==> config.mk <==
export PLATFORM = sky130hd
export DESIGN_NAME = rr_reg_arbiter
export DESIGN_NICKNAME = d
export VERILOG_FILES = /design/src/rtl/rr_reg_arbiter.sv
export SDC_FILE = /design/constraint.sdc
export NUM_CORES = 1
export LEC_CHECK = 0
export BUFFER_PORTS_ARGS = -buffer_cell sky130_fd_sc_hd__buf_4
export CELL_PAD_IN_SITES_DETAIL_PLACEMENT = 1
export CELL_PAD_IN_SITES_GLOBAL_PLACEMENT = 1
export CORE_UTILIZATION = 38
export CTS_CLUSTER_DIAMETER = 100
export CTS_CLUSTER_SIZE = 16
export DETAILED_ROUTE_END_ITERATION = 7
export GPL_TIMING_DRIVEN = 0
export PLACE_DENSITY_LB_ADDON = 0.2
export REMOVE_ABC_BUFFERS = 1
export SLEW_MARGIN = 40
export SYNTH_ARGS = -nofsm -noshare
export SYNTH_HDL_FRONTEND = slang
export SYNTH_SLANG_ARGS = --single-unit
==> constraint.sdc <==
create_clock -name clk -period 4.1 [get_ports clk]
set_input_delay 0.615 -clock clk [delete_from_list [all_inputs] [get_ports clk]]
set_output_delay 0.615 -clock clk [all_outputs]
set_load 0.1 [all_outputs]
==> src/rtl/rr_reg_arbiter.sv <==
// rtl/rr_reg_arbiter.sv - round-robin arbiter sequencing 4 requesters into one shared register
module rr_reg_arbiter #(
    parameter int WIDTH    = 8,
    parameter int MAX_LOCK = 4
) (
    input  logic                 clk,
    input  logic                 sync_reset_n,
    input  logic [3:0]           req,
    input  logic [3:0]           lock,
    input  logic [4*WIDTH-1:0]   wdata,
    output logic [3:0]           gnt,
    output logic [1:0]           gnt_id,
    output logic [3:0]           ack,
    output logic [WIDTH-1:0]     q,
    output logic                 q_valid,
    output logic                 busy
);

    localparam logic [0:0] ST_IDLE = 1'b0;
    localparam logic [0:0] ST_OWN  = 1'b1;
    localparam logic [4:0] MAX_LOCK_C = 5'(MAX_LOCK);

    logic [0:0]       state_q,   state_d;
    logic [3:0]       gnt_q,     gnt_d;
    logic [1:0]       gnt_id_q,  gnt_id_d;
    logic [3:0]       ack_q,     ack_d;
    logic [WIDTH-1:0] q_q,       q_d;
    logic             q_valid_q, q_valid_d;
    logic [1:0]       ptr_q,     ptr_d;
    logic [3:0]       lcnt_q,    lcnt_d;

    logic [WIDTH-1:0] slice [4];
    logic [1:0]       owner;
    logic [4:0]       lcnt_inc;
    logic             keep;
    logic [3:0]       cand;
    logic [2:0]       pick;

    // Returns {found, index}: first set bit of cand scanning start, start+1, ... mod 4.
    function automatic logic [2:0] rr_pick(input logic [3:0] c, input logic [1:0] start);
        logic [2:0] r;
        logic [1:0] idx;
        r = 3'b000;
        for (int k = 3; k >= 0; k--) begin
            idx = start + 2'(k);
            if (c[idx]) begin
                r = {1'b1, idx};
            end
        end
        return r;
    endfunction

    always_comb begin
        for (int i = 0; i < 4; i++) begin
            slice[i] = wdata[i*WIDTH +: WIDTH];
        end
    end

    always_comb begin
        state_d   = state_q;
        gnt_d     = gnt_q;
        gnt_id_d  = gnt_id_q;
        ack_d     = 4'b0000;
        q_d       = q_q;
        q_valid_d = q_valid_q;
        ptr_d     = ptr_q;
        lcnt_d    = lcnt_q;
        owner     = gnt_id_q;
        lcnt_inc  = {1'b0, lcnt_q} + 5'd1;
        keep      = 1'b0;
        cand      = req;
        pick      = 3'b000;

        case (state_q)
            ST_IDLE: begin
                pick = rr_pick(req, ptr_q);
                if (pick[2]) begin
                    state_d  = ST_OWN;
                    gnt_d    = 4'b0001 << pick[1:0];
                    gnt_id_d = pick[1:0];
                    lcnt_d   = 4'd0;
                end
            end
            ST_OWN: begin
                if (req[owner]) begin
                    q_d          = slice[owner];
                    q_valid_d    = 1'b1;
                    ack_d[owner] = 1'b1;
                    lcnt_d       = lcnt_inc[3:0];
                end
                keep = req[owner] && lock[owner] && (lcnt_inc < MAX_LOCK_C);
                if (!keep) begin
                    // The releasing owner is masked so others get a turn before it is re-granted.
                    ptr_d  = owner + 2'd1;
                    cand   = req & ~(4'b0001 << owner);
                    pick   = rr_pick(cand, owner + 2'd1);
                    lcnt_d = 4'd0;
                    if (pick[2]) begin
                        state_d  = ST_OWN;
                        gnt_d    = 4'b0001 << pick[1:0];
                        gnt_id_d = pick[1:0];
                    end else begin
                        state_d  = ST_IDLE;
                        gnt_d    = 4'b0000;
                        gnt_id_d = 2'd0;
                    end
                end
            end
            default: begin
                state_d  = ST_IDLE;
                gnt_d    = 4'b0000;
                gnt_id_d = 2'd0;
            end
        endcase
    end

    always_ff @(posedge clk) begin
        if (!sync_reset_n) begin
            state_q   <= ST_IDLE;
            gnt_q     <= 4'b0000;
            gnt_id_q  <= 2'd0;
            ack_q     <= 4'b0000;
            q_q       <= '0;
            q_valid_q <= 1'b0;
            ptr_q     <= 2'd0;
            lcnt_q    <= 4'd0;
        end else begin
            state_q   <= state_d;
            gnt_q     <= gnt_d;
            gnt_id_q  <= gnt_id_d;
            ack_q     <= ack_d;
            q_q       <= q_d;
            q_valid_q <= q_valid_d;
            ptr_q     <= ptr_d;
            lcnt_q    <= lcnt_d;
        end
    end

    assign gnt     = gnt_q;
    assign gnt_id  = gnt_id_q;
    assign ack     = ack_q;
    assign q       = q_q;
    assign q_valid = q_valid_q;
    assign busy    = (state_q == ST_OWN);

endmodule
==> out/qor.csv, run 1 <==
metric,value,unit
min_path_type,flop to flop,
maxSlewViolCount,0,
grt_max_degree,18,
clk_pin_slew_worst_paths,100,ps
firstDrtPassIters,4,
syn_inst,165,
yosys-top-cells-area,"dfxtp_1 34%, mux4_2 13%, nand2_1 5.6%",
p_seq_share,32.2,%
numPortBuffers,61,
die_w,65.7,microns
place_inst,266,
fin_crit,2910,ps
clock_path_buffers,2,
cp.arrival,3050,ps
ir_worst_vdd,0.206,mV
ctsResizeCount,0,
cts_htree_levels,1,
syn_to_final_growth,35.1,%
grt_pass1_wl,7530,microns
yosys.area.top_type_share,33.8,%
nets,270,
yosysSeqAreaShare,33.8,%
rsz0062_at_grt,false,
p_switching,0.000445,W
cts_buffers,3,
final_common_cell,buf_4,
clkLatencyLatePin,280,ps
mostFrequentLayoutCells,"61 x buf_4, 25 x dfxtp_1, 23 x nand2_1",
crit_path_end_kind,flop,
avgSynthCellArea,9.34,sq um
drive_gt1_share,38.3,%
hold_viol,0,
grt_pass1_vias,1625,
clkPwrFrac,21.5,%
fillCellCount,446,
start_util,40.9,%
fmax,0.344,GHz
drtIter0Drc,47,
setup.worst_path.start_class,flop,
final_cells,270,
avgViaCountPerCell,5.70,
finalWeightedCongestion,0.857,
die_y,65.7,microns
synth_warnings,0,
finClkSkew,6.80,ps
routed-via-count,1540,
ios,62,
period_share,70.9,%
ys_ff_latch,26,
p_int,0.000567,W
synthArstFlopShare,0,%
postCtsSetupBuffers,0,
core,0.00377,sq mm
drv_cap,0,
synth-edff-count,0,
cts.root.buffer_cell,clkbuf_8,
dp_hpwl,3580,microns
power_frac_comb,46.3,%
cellLeakagePower,0.904,nW
cp.required,4250,ps
status,"complete, no violations",
power_density,486,mW/mm^2
clock_sinks,26,
tightest_slew,738,ps
gr-usage-all-layers,23.0,%
synth.distinct_cells,46,
globalRoute.totalOverflow,0,
std_cell_rows,22,
netlist_area,0.00154,sq mm
synthFlopType,dfxtp_1,
wl_per_cell,17.8,microns
dieArea,0.00432,sq mm
path_class,flop to flop,
antenna_found_initial,0,
cts_tree,done,
relSlewSlack,50.7,%
drc,0,
fin_setup_tns,0,ps
ant_nets,0,
cp_max_fo,15,
cts_hold_buffers,0,
finalWirelength,4800,microns
swShare,44.0,%
yosysTopAreaCell,dfxtp_1,
finalSetupViolCount,0,
diodes,0,
## logic make-up after synthesis
family          after synthesis  synth area share, %
flops                        26                 33.8
fa+ha+maj                     5                 4.06
mux                          14                 16.5
compound gates               40                 18.4
buf+inv                      14                 5.19
simple gates                 66                 22.1
## path summary, 6_finish.rpt
kind / start / endpoint / slack (ps) / cells after the start
setup / recovery: gnt_id[1] / gnt_id[1] / 1190 / 7
hold / removal: q[5] / q[5] / 470 / 2
setup reg to reg: gnt_id[1] / gnt_id[1] / 1190 / 7
hold reg to reg: q[5] / q[5] / 470 / 2
## routing by layer
metal / track usage, % / routed length (microns) / vias to the layer above / share of wire (%)
met5: 0 / 0 / - / 0
met4: 7.34 / 74 / 0 / 1.5
met3: 3.82 / 294 / 9 / 6.1
met2: 42.2 / 2400 / 54 / 50
met1: 26.7 / 2030 / 749 / 42
li1: - / - / 728 / -
## final cells by class
class                   instances  area [sq um]  share of cell area [%]
clock inverters                 1          30.0                    1.44
multi-input cells             125           950                    45.6
clock buffers                   3          41.3                    1.98
inverters                       6          22.5                    1.08
repair buffers                 61           458                    22.0
well taps                      48          60.1                    2.88
flip-flops and latches         26           522                    25.0
## critical path: stages, from the launching register on
cell and delay (ps):
dfxtp_1 810, inv_1 190, ha_1 430, nand4b_1 190
a21boi_0 450, a21oi_1 190, a2111oi_0 400, a211oi_1 110
## metrics by stage
| step | hold slack, ps | cell area [sq um] | utilization, % | worst slack [ps] | total power [W] |
|---|---|---|---|---|---|
| CTS | 469 | 2080 | 55.1 | 967 | 0.00101 |
| detailed placement | 456 | 2010 | 53.3 | 1050 | 0.000793 |
| global placement | 442 | 2000 | 53.1 | 1270 | 0.000775 |
| floorplan | 464 | 1480 | - | 945 | 0.000666 |
| global route | 486 | 2080 | 55.2 | 989 | 0.00105 |
| finish | 468 | 2080 | 55.2 | 1190 | 0.00101 |
## cells in the mapped netlist (2+ instances only)
| master | instances |
|---|---|
| mux2i_1 | 4 |
| clkbuf_1 | 3 |
| nor3_1 | 2 |
| nor2b_1 | 4 |
| a22oi_1 | 2 |
| dfxtp_1 | 26 |
| ha_1 | 5 |
| o21ai_0 | 2 |
| o311a_1 | 3 |
| a211oi_1 | 3 |
| nand3_1 | 2 |
| nand2_1 | 23 |
| o31ai_1 | 3 |
| mux4_2 | 9 |
| buf_6 | 2 |
| nand2b_1 | 3 |
| and3_1 | 7 |
| a21oi_1 | 15 |
| nor2_1 | 13 |
| inv_1 | 6 |
| nor4_1 | 3 |
## flip-flops by register name (all words and copies together), names as in the netlist
register  count
lcnt_q        4
ack           4
ptr_q         2
gnt_id        2
busy          1
q             8
q_valid       1
gnt           4
## power by group through the flow
| stage | Sequential (W) | Combinational (W) | Clock [W] |
|---|---|---|---|
| after global routing | 0.000332 | 0.000492 | 0.000231 |
| after CTS | 0.000327 | 0.000467 | 0.000217 |
| final | 0.000326 | 0.000469 | 0.000218 |
| after floorplan | 0.000495 | 0.000171 | 0 |
| after global placement | 0.000328 | 0.000446 | 0 |
| after detailed placement | 0.000333 | 0.000461 | 0 |
Note: power is estimated with default switching activity, not from simulation.
==> run 2: changes to the inputs <==
- CORE_UTILIZATION: 38 -> 31
- clock period: 4.1 -> 2.5 ns (I/O delays scaled with it)
==> out/qor.csv, run 2 (same netlist as run 1, synthesis figures left out) <==
metric,value,unit,change
status,"complete, no violations",,unchanged
finalWeightedCongestion,0.875,,was 0.857
diodes,0,,unchanged
dieArea,0.00526,sq mm,was 0.00432 sq mm
mostFrequentLayoutCells,"61 x buf_4, 24 x dfxtp_1, 23 x nand2_1",,"was 61 x buf_4, 25 x dfxtp_1, 23 x nand2_1"
ios,62,,unchanged
path_cells,inv_1 > ha_1 > nand4b_1 > a21boi_1 > a21oi_1 > a2111oi_0 > a211oi_1,,was inv_1 > ha_1 > nand4b_1 > a21boi_0 > a21oi_1 > a2111oi_0 > a211oi_1
whs_path_depth,2,,unchanged
cpMaxStageDelayCell,dfxtp_4,,was dfxtp_1
gr-usage-all-layers,17.1,%,was 23.0%
power_density,778,mW/mm^2,was 486 mW/mm^2
finalPower,0.00165,W,was 0.00101 W
period_share,92.8,%,was 70.9%
crit_path_end_kind,flop,,unchanged
setup.worst_path.start_class,flop,,unchanged
clkLatencyLatePin,280,ps,about the same
clock_path_buffers,2,,unchanged
numPortBuffers,61,,unchanged
ir_worst_vdd,0.422,mV,was 0.206 mV
core,0.00475,sq mm,was 0.00377 sq mm
fillCellCount,584,,was 446
rsz0062_at_grt,false,,unchanged
cts_tree,done,,unchanged
cts_hold_buffers,0,,unchanged
power_frac_comb,45.8,%,was 46.3%
cp.required,2650,ps,was 4250 ps
hold_viol,0,,unchanged
antenna_found_initial,0,,unchanged
drv_cap,0,,unchanged
ctsResizeCount,3,,was 0
crit_path_max_incr_delay,540,ps,was 810 ps
cellLeakagePower,0.906,nW,was 0.904 nW
cts_buffers,3,,unchanged
fin_crit,2320,ps,was 2910 ps
cts.root.buffer_cell,clkbuf_8,,unchanged
drive_gt1_share,39.2,%,was 38.3%
die_y,72.5,microns,was 65.7 microns
postLayoutCoreUtil,44.6,%,was 55.2%
start_util,32.4,%,was 40.9%
globalRoute.totalOverflow,0,,unchanged
setup_ws,179,ps,was 1190 ps
cts_htree_levels,1,,unchanged
routed-via-count,1519,,was 1540
die_w,72.5,microns,was 65.7 microns
maxSlewViolCount,0,,unchanged
grt_pass1_vias,1445,,was 1625
path_class,flop to flop,,unchanged
crit_family,compound AO/OA/AOI/OAI gates,,unchanged
p_int,0.000933,W,was 0.000567 W
wl_per_cell,15.3,microns,was 17.8 microns
p_seq_share,32.6,%,was 32.2%
grt_max_degree,18,,unchanged
path_buf_inv,1,,unchanged
fin_setup_tns,0,ps,unchanged
tightest_slew,649,ps,was 738 ps
dp_slack,-265,ps,was 1050 ps
std_cell_rows,25,,was 22
clk_pin_slew_worst_paths,100,ps,about the same
ant_nets,0,,unchanged
finClkSkew,5.16,ps,was 6.80 ps
drc,0,,unchanged
finalWirelength,4420,microns,was 4800 microns
largest_reg_flops,8,,unchanged
grt_pass1_wl,6930,microns,was 7530 microns
holdWs,404,ps,was 468 ps
finalSetupViolCount,0,,unchanged
cp.arrival,2470,ps,was 3050 ps
fmax,0.431,GHz,was 0.344 GHz
avgViaCountPerCell,5.26,,was 5.70
p_switching,0.000715,W,was 0.000445 W
syn_to_final_growth,37.4,%,was 35.1%
dp_hpwl,3290,microns,was 3580 microns
firstDrtPassIters,4,,unchanged
swShare,43.4,%,was 44.0%
drtIter0Drc,75,,was 47
relSlewSlack,56.4,%,was 50.7%
clkPwrFrac,21.6,%,was 21.5%
min_path_type,input port to flop,,was flop to flop
final_common_cell,buf_4,,unchanged
nets,270,,unchanged
cp_max_fo,17,,was 15
reg2reg_depth,7,,unchanged
postCtsSetupBuffers,0,,unchanged
path_depth,7,,unchanged
clock_sinks,26,,unchanged
[run 2: power groups by stage]
| stage | clock [W] | sequential [W] | combinational [W] |
|---|---|---|---|
| after floorplan | 0 | 0.000812 | 0.000281 |
| after global placement | 0 | 0.000545 | 0.000748 |
| after detailed placement | 0 | 0.000547 | 0.000751 |
| after CTS | 0.000364 | 0.000539 | 0.000757 |
| after global routing | 0.000385 | 0.000548 | 0.000798 |
| final | 0.000357 | 0.000537 | 0.000755 |
[run 2: metal layers]
| metal | track usage, % | wire length [microns] |
|---|---|---|
| met2 | 29.0 | 1970 |
| met5 | 0 | 0 |
| met3 | 4.03 | 338 |
| met4 | 5.23 | 51 |
| met1 | 21.5 | 2050 |
[run 2: final cells by class]
class                           count  area (sq um)  share of cell area (%)
Clock buffer                        3          41.3                    1.95
Timing Repair Buffer               61           458                    21.6
Clock inverter                      1          30.0                    1.42
Inverter                            6          22.5                    1.06
Sequential cell                    26           528                    24.9
Multi-Input combinational cell    125           955                    45.1
Tap cell                           67          83.8                    3.96
[run 2: path summary, 6_finish.rpt]
path                 from        end  slack [ps]
max reg2reg     gnt_id[0]  gnt_id[1]         180
max             gnt_id[0]  gnt_id[1]         180
min          sync_reset_n  gnt_id[0]         400
min reg2reg          q[7]       q[7]         460
[run 2: through the flow]
| step | area [sq um] | instances |
|---|---|---|
| finish | 2120 | 289 |
| global route | 2120 | 289 |
| CTS | 2110 | 289 |
| detailed placement | 2030 | 285 |
| global placement | 2030 | 285 |
| floorplan | 1480 | 157 |
